[src/rtl/video_sync_if.sv]
// Raster timing bundle between the sync generator and its consumers
// (video_mixer, pixel fetch, CPU interrupt logic).
interface video_sync_if;
   logic [8:0] line_cmp;
   logic       ce_pix;
   logic       HSync;
   logic       VSync;
   logic       HBlank;
   logic       VBlank;
   logic [9:0] hcnt;
   logic [8:0] vcnt;
   logic       int_n;
   logic       line_int;

   modport master (
      input  line_cmp,
      output ce_pix, HSync, VSync, HBlank, VBlank, hcnt, vcnt, int_n, line_int
   );

   modport slave (
      output line_cmp,
      input  ce_pix, HSync, VSync, HBlank, VBlank, hcnt, vcnt, int_n, line_int
   );
endinterface

[src/rtl/video_sync_gen.sv]
// Raster timing generator: pixel clock enable, h/v counters, sync/blank decode,
// frame interrupt and programmable line interrupt.
module video_sync_gen #(
   parameter int CE_DIV   = 4,
   parameter int H_TOTAL  = 768,
   parameter int H_ACTIVE = 640,
   parameter int H_FP     = 24,
   parameter int H_SYNC   = 64,
   parameter int V_TOTAL  = 312,
   parameter int V_ACTIVE = 240,
   parameter int V_FP     = 24,
   parameter int V_SYNC   = 4,
   parameter int INT_LEN  = 128
) (
   input logic          clk_sys,
   input logic          reset,
   video_sync_if.master vid
);
   localparam int DW = $clog2(CE_DIV);
   localparam int IW = $clog2(INT_LEN + 1);
   // One bit wider than the counters so a sync ending exactly at the total does not wrap.
   localparam logic [10:0] HS_BEG = 11'(H_ACTIVE + H_FP);
   localparam logic [10:0] HS_END = 11'(H_ACTIVE + H_FP + H_SYNC);
   localparam logic [9:0]  VS_BEG = 10'(V_ACTIVE + V_FP);
   localparam logic [9:0]  VS_END = 10'(V_ACTIVE + V_FP + V_SYNC);

   logic [DW-1:0] div;
   logic          ce_pix;
   logic [9:0]    hcnt, h_nxt;
   logic [8:0]    vcnt, v_nxt;
   logic          hsync, vsync, hblank, vblank;
   logic          int_n, line_int;
   logic [IW-1:0] int_cnt;

   always_comb begin
      h_nxt = hcnt;
      v_nxt = vcnt;
      if (ce_pix) begin
         if (hcnt == 10'(H_TOTAL - 1)) begin
            h_nxt = '0;
            v_nxt = (vcnt == 9'(V_TOTAL - 1)) ? '0 : vcnt + 9'd1;
         end else begin
            h_nxt = hcnt + 10'd1;
         end
      end
   end

   always_ff @(posedge clk_sys or posedge reset) begin
      if (reset) begin
         div      <= '0;
         ce_pix   <= 1'b0;
         hcnt     <= '0;
         vcnt     <= '0;
         hsync    <= 1'b0;
         vsync    <= 1'b0;
         hblank   <= 1'b0;
         vblank   <= 1'b0;
         int_n    <= 1'b1;
         int_cnt  <= '0;
         line_int <= 1'b0;
      end else begin
         div    <= (div == DW'(CE_DIV - 1)) ? '0 : div + 1'b1;
         ce_pix <= (div == DW'(CE_DIV - 1));
         hcnt   <= h_nxt;
         vcnt   <= v_nxt;
         // Decode next-state counters so outputs line up with hcnt/vcnt every cycle.
         hblank <= h_nxt >= 10'(H_ACTIVE);
         hsync  <= ({1'b0, h_nxt} >= HS_BEG) && ({1'b0, h_nxt} < HS_END);
         vblank <= v_nxt >= 9'(V_ACTIVE);
         vsync  <= ({1'b0, v_nxt} >= VS_BEG) && ({1'b0, v_nxt} < VS_END);

         if (ce_pix && h_nxt == '0 && v_nxt == 9'(V_ACTIVE)) begin
            int_n   <= 1'b0;
            int_cnt <= '0;
         end else if (ce_pix && !int_n) begin
            if (int_cnt == IW'(INT_LEN - 1)) int_n <= 1'b1;
            else                             int_cnt <= int_cnt + 1'b1;
         end

         line_int <= ce_pix && h_nxt == 10'(H_ACTIVE) && vcnt == vid.line_cmp &&
                     vid.line_cmp < 9'(V_ACTIVE);
      end
   end

   assign vid.ce_pix   = ce_pix;
   assign vid.hcnt     = hcnt;
   assign vid.vcnt     = vcnt;
   assign vid.HSync    = hsync;
   assign vid.VSync    = vsync;
   assign vid.HBlank   = hblank;
   assign vid.VBlank   = vblank;
   assign vid.int_n    = int_n;
   assign vid.line_int = line_int;
endmodule
[src/flat_wrapper.sv]
// flat-port wrapper written by rule: the top's interface ports become plain ports
module video_sync_gen_flat 
#(
   parameter int CE_DIV   = 4,
   parameter int H_TOTAL  = 768,
   parameter int H_ACTIVE = 640,
   parameter int H_FP     = 24,
   parameter int H_SYNC   = 64,
   parameter int V_TOTAL  = 312,
   parameter int V_ACTIVE = 240,
   parameter int V_FP     = 24,
   parameter int V_SYNC   = 4,
   parameter int INT_LEN  = 128
)
  (clk_sys, reset, vid_line_cmp, vid_ce_pix, vid_HSync, vid_VSync, vid_HBlank, vid_VBlank, vid_hcnt, vid_vcnt, vid_int_n, vid_line_int);
  video_sync_if vid_i ();
  input logic clk_sys;
  input logic reset;
  input wire logic [$bits(vid_i.line_cmp)-1:0] vid_line_cmp;
  output wire logic [$bits(vid_i.ce_pix)-1:0] vid_ce_pix;
  output wire logic [$bits(vid_i.HSync)-1:0] vid_HSync;
  output wire logic [$bits(vid_i.VSync)-1:0] vid_VSync;
  output wire logic [$bits(vid_i.HBlank)-1:0] vid_HBlank;
  output wire logic [$bits(vid_i.VBlank)-1:0] vid_VBlank;
  output wire logic [$bits(vid_i.hcnt)-1:0] vid_hcnt;
  output wire logic [$bits(vid_i.vcnt)-1:0] vid_vcnt;
  output wire logic [$bits(vid_i.int_n)-1:0] vid_int_n;
  output wire logic [$bits(vid_i.line_int)-1:0] vid_line_int;
  assign vid_i.line_cmp = vid_line_cmp;
  assign vid_ce_pix = vid_i.ce_pix;
  assign vid_HSync = vid_i.HSync;
  assign vid_VSync = vid_i.VSync;
  assign vid_HBlank = vid_i.HBlank;
  assign vid_VBlank = vid_i.VBlank;
  assign vid_hcnt = vid_i.hcnt;
  assign vid_vcnt = vid_i.vcnt;
  assign vid_int_n = vid_i.int_n;
  assign vid_line_int = vid_i.line_int;
  video_sync_gen #(.CE_DIV(CE_DIV), .H_TOTAL(H_TOTAL), .H_ACTIVE(H_ACTIVE), .H_FP(H_FP), .H_SYNC(H_SYNC), .V_TOTAL(V_TOTAL), .V_ACTIVE(V_ACTIVE), .V_FP(V_FP), .V_SYNC(V_SYNC), .INT_LEN(INT_LEN)) u_core (.clk_sys(clk_sys), .reset(reset), .vid(vid_i));
endmodule
[config.mk]
export PLATFORM = sky130hd
export DESIGN_NAME = video_sync_gen_flat
export DESIGN_NICKNAME = d
export VERILOG_FILES = /design/src/rtl/video_sync_if.sv /design/src/rtl/video_sync_gen.sv /design/src/flat_wrapper.sv
export SDC_FILE = /design/constraint.sdc
export NUM_CORES = 1
export LEC_CHECK = 0
export BUFFER_PORTS_ARGS = -buffer_cell sky130_fd_sc_hd__buf_2
export CORE_ASPECT_RATIO = 0.7
export CORE_MARGIN = 10
export CORE_UTILIZATION = 50
export CTS_CLUSTER_DIAMETER = 30
export DETAILED_ROUTE_END_ITERATION = 7
export GPL_TIMING_DRIVEN = 0
export PLACE_DENSITY = 0.75
export SETUP_SLACK_MARGIN = 0.2
export SLEW_MARGIN = 20
export SYNTH_ARGS = -nofsm -noshare
export SYNTH_HDL_FRONTEND = slang
export SYNTH_SLANG_ARGS = --single-unit
[constraint.sdc]
create_clock -name clk_sys -period 2.5 [get_ports clk_sys]
set_clock_uncertainty 0.05 [all_clocks]
set_input_delay 0.125 -clock clk_sys [delete_from_list [all_inputs] [get_ports clk_sys]]
set_output_delay 0.125 -clock clk_sys [all_outputs]
set_load 0.005 [all_outputs]
==> impl_results.md <==
- Worst EP arrival: 2.45 ns
- Setup CP Type: reg -> reg
- Yosys reg bits: 36
- Critical path's slowest cell: dfrtp_2
- Hold Path Class: in -> reg
- WP data required: 2.64 ns
- Synthesized cell area: 0.00217 mm^2
- Area leader, netlist: dfrtp_1
- RSZ-0062 raised after global routing: yes
- Area share of the largest cell type after synthesis: 40.3%
- Initial Util: 53.5%
- Antenna diodes: 0
- Area grow syn2layout: 38.2%
- Count of standard-cell rows: 19
- GP Congestion: 0.883
- DRC: 0
- Crit-path cells: ha_4 > nand2_8 > nor2_4 > or3_4 > a2111oi_4 > and4_4 > buf_6 > a21oi_2
- I/O pin total: 37
- Sequential power share: 53.7%
- DR pass1 iterations: 4
- CTS Buf Count: 5
- Tcrit/Tclk final: 92.6%
- Switching power: 240 uW
- Largest net degree at the start of global routing: 37
- Sequential share of the synthesized area: 41.5%
- CTS tree: done
- # H-tree levels: 2
- Ys async rst share: 100%
- Final wirelength: 6370 um
- Via count: 1,980
- Final nets: 297
- Layout cells sized above 1: 49.8%
- Hold Path Depth: 5
- CP Depth: 8
- Worst Reg2Reg Path Length in Cells: 8
- Clock Tree Buf Depth: 2
- Outcome: finished clean
- # setup viols final: 0
- Pre-CTS setup slack: -0.205 ns
- Vias in the first global route: 1,939
- Area of the multi-input gates: 0.00141 mm^2
- Fin worst setup slack: 0.186 ns
- EDFF count, synth: 0
- Post-DP HPWL: 3770 um
- Worst-skew pair later-pin latency: 0.30 ns
- Clock root buffer: clkbuf_8
- Slew Limit Fails: 0
- Worst-Margin Slew: 0.778 ns
- Final setup TNS: 0 ns
- Port Buffer Count: 36
- Static Leakage: 1.34 nW
- First-pass GRT wire length: 9500 um
- Routed WL per cell: 19.0 um
- Reg clk slew, reported paths: 0.07 ns
- Fillers: 294
- Yosys warnings: 0
- Final design utilization: 73.9%
- Syn_nets: 231
- Die area: 0.00743 mm^2
- Pint: 845 uW
- Peak supply drop: 0.000358 V
- Mapped Cells: 216
- Ranking of synthesized cells by area: dfrtp_1 (40%), xnor2_1 (6.0%), a21oi_2 (3.6%)
- Max-Cap Viols: 0
- Core area: 0.00407 mm^2
- Cell family with most CP delay: simple AND/OR/NAND/NOR gates
- Die X: 98.8 um
- Mean post-synth cell area: 10.1 um^2
- Initial drt markers: 117
- Top_reg_cell synth: dfrtp_1
- Clock share of power: 43.7%
- Crit path capture type: flip-flop
- Critical path's largest stage delay: 0.44 ns
- Hold Violations, Final: 0
- Vias per cell: 5.91
- Total Routing Usage GR: 15.6%
- Initial antenna violation count: 0
- Distinct cells, synth: 57
- Register area: 915 um^2
- Pwr per Cell Area: 361 mW/mm^2
- DP Cell Count: 304
- Switching part of the total power: 22.1%
- Normalized max-slew margin: 48.1%
- Post-layout min period: 2.31 ns
- Grt ovf: 0
- Max frequency: 432 MHz
- Worst path bufs/invs: 1
- Min Hold Slack: 0.199 ns
- Crit Path Max Fanout: 8
- CP startpoint kind: flip-flop
- Final Non-Filler Cells: 335
- Post-DRT Antenna Nets: 0
- Logic pwr share: 2.7%
- Clock sinks: 36
- Die Height: 75.2 um
## layout make-up
cell class | instances | area share, %
Multi-Input combinational cell | 159 | 47.1
Sequential cell | 36 | 30.5
Timing Repair Buffer | 58 | 12.0
Buffer | 11 | 3.62
Clock buffer | 8 | 3.33
Tap cell | 52 | 2.17
Inverter | 11 | 1.38
## metrics by stage
stage | total power [mW] | cell area [um^2]
after floorplan | 0.608 | 2180
after detailed placement | 0.622 | 2430
after global routing | 1.11 | 3000
after global placement | 0.621 | 2430
after CTS | 1.09 | 2760
final | 1.08 | 3000
## logic make-up (layout without fill, tap and decap cells)
logic type,count (synthesis),in the layout,synth area share (%)
simple gates,87,88,24.9
compound gates,43,43,15.8
flops,36,36,41.5
xor+xnor,21,21,8.46
fa+ha+maj,4,4,2.30
mux,3,3,1.44
buf+inv,22,88,5.58
## routing by layer
metal / vias to the layer above / global-route usage, % / part of all wire, %
met5: - / 0 / 0
met4: 0 / 6.34 / 1.7
met3: 12 / 4.02 / 6.1
met2: 67 / 23.6 / 46
met1: 967 / 21.0 / 46
li1: 934 / - / -
## power by group through the flow
stage | registers (mW) | clock network (mW) | logic [mW]
after detailed placement | 0.593 | 0 | 0.0283
after global placement | 0.593 | 0 | 0.0272
after floorplan | 0.593 | 0 | 0.0149
final | 0.582 | 0.474 | 0.0290
after global routing | 0.582 | 0.498 | 0.0325
after CTS | 0.582 | 0.475 | 0.0294
## timing repair
item / CTS / global route
hold buffers: 1 / 0
resized for setup: 29 / 40
hold endpoints to repair: 35 / 0
cloned: 1 / 2
setup buffers: 9 / 10
setup endpoints to repair: 12 / 11
pin swaps: 6 / 11
## synthesized netlist by cell type (2+ instances only)
| cell | instances |
|---|---|
| o21ai_0 | 4 |
| or3_1 | 5 |
| nand3_1 | 14 |
| buf_4 | 3 |
| buf_6 | 3 |
| buf_2 | 4 |
| ha_1 | 4 |
| a21oi_1 | 8 |
| a21oi_2 | 9 |
| and2_1 | 3 |
| nand2_1 | 21 |
| nand4_1 | 7 |
| a2111oi_0 | 2 |
| nor3_1 | 3 |
| and4_1 | 6 |
| dfrtp_1 | 35 |
| a31oi_1 | 2 |
| o211ai_1 | 2 |
| mux2i_1 | 2 |
| inv_1 | 10 |
| nor4_1 | 3 |
| nor2_1 | 5 |
| a2111o_1 | 2 |
| xnor2_1 | 15 |
| or4_4 | 2 |
| nand4_2 | 2 |
| xor2_1 | 6 |
| nor3b_1 | 2 |
| and3_1 | 4 |
## cells in the final DEF (no fill, tap or decap), types with 3 or more instances in the layout
master,n
nand3_2,3
o21ai_0,4
nand3_1,12
clkbuf_8,7
or3_1,4
nor2_1,4
dfrtp_2,10
and3_1,4
and4_1,4
inv_1,9
xnor2_1,14
dfrtp_1,25
nand2_1,19
xor2_1,6
buf_4,20
buf_2,36
a21oi_2,12
a21oi_1,5
buf_6,10
nand4_1,7
## registers in the layout, summed over array words and instances, names as in the netlist
register             count
u_core.vid.VBlank        1
u_core.div               2
u_core.vid.vcnt          9
u_core.int_cnt           8
u_core.vid.int_n         1
u_core.vid.ce_pix        1
u_core.vid.VSync         1
u_core.vid.hcnt         10
u_core.vid.HSync         1
u_core.vid.HBlank        1
u_core.vid.line_int      1
## final timing paths
check                                             start  slack, ns                             to
setup / recovery           u_core.vid.hcnt[0]$_DFF_PP0_       0.19  u_core.int_cnt[0]$_DFFE_PP0P_
hold / removal                          vid_line_cmp[3]       0.20  u_core.vid.line_int$_DFF_PP0_
setup reg to reg           u_core.vid.hcnt[0]$_DFF_PP0_       0.19  u_core.int_cnt[0]$_DFFE_PP0P_
hold reg to reg                 u_core.div[0]$_DFF_PP0_       0.38        u_core.div[0]$_DFF_PP0_
max in group asynchronous                         reset       1.39   u_core.vid.hcnt[8]$_DFF_PP0_
min in group asynchronous                         reset       0.46  u_core.int_cnt[2]$_DFFE_PP0P_
## worst min-delay path: stages
cell and delay, ns:
buf_2 0.09, xnor2_1 0.05, nand3_1 0.06, or3_1 0.13, nor4_2 0.05
Note: power is estimated with default switching activity, not from simulation.
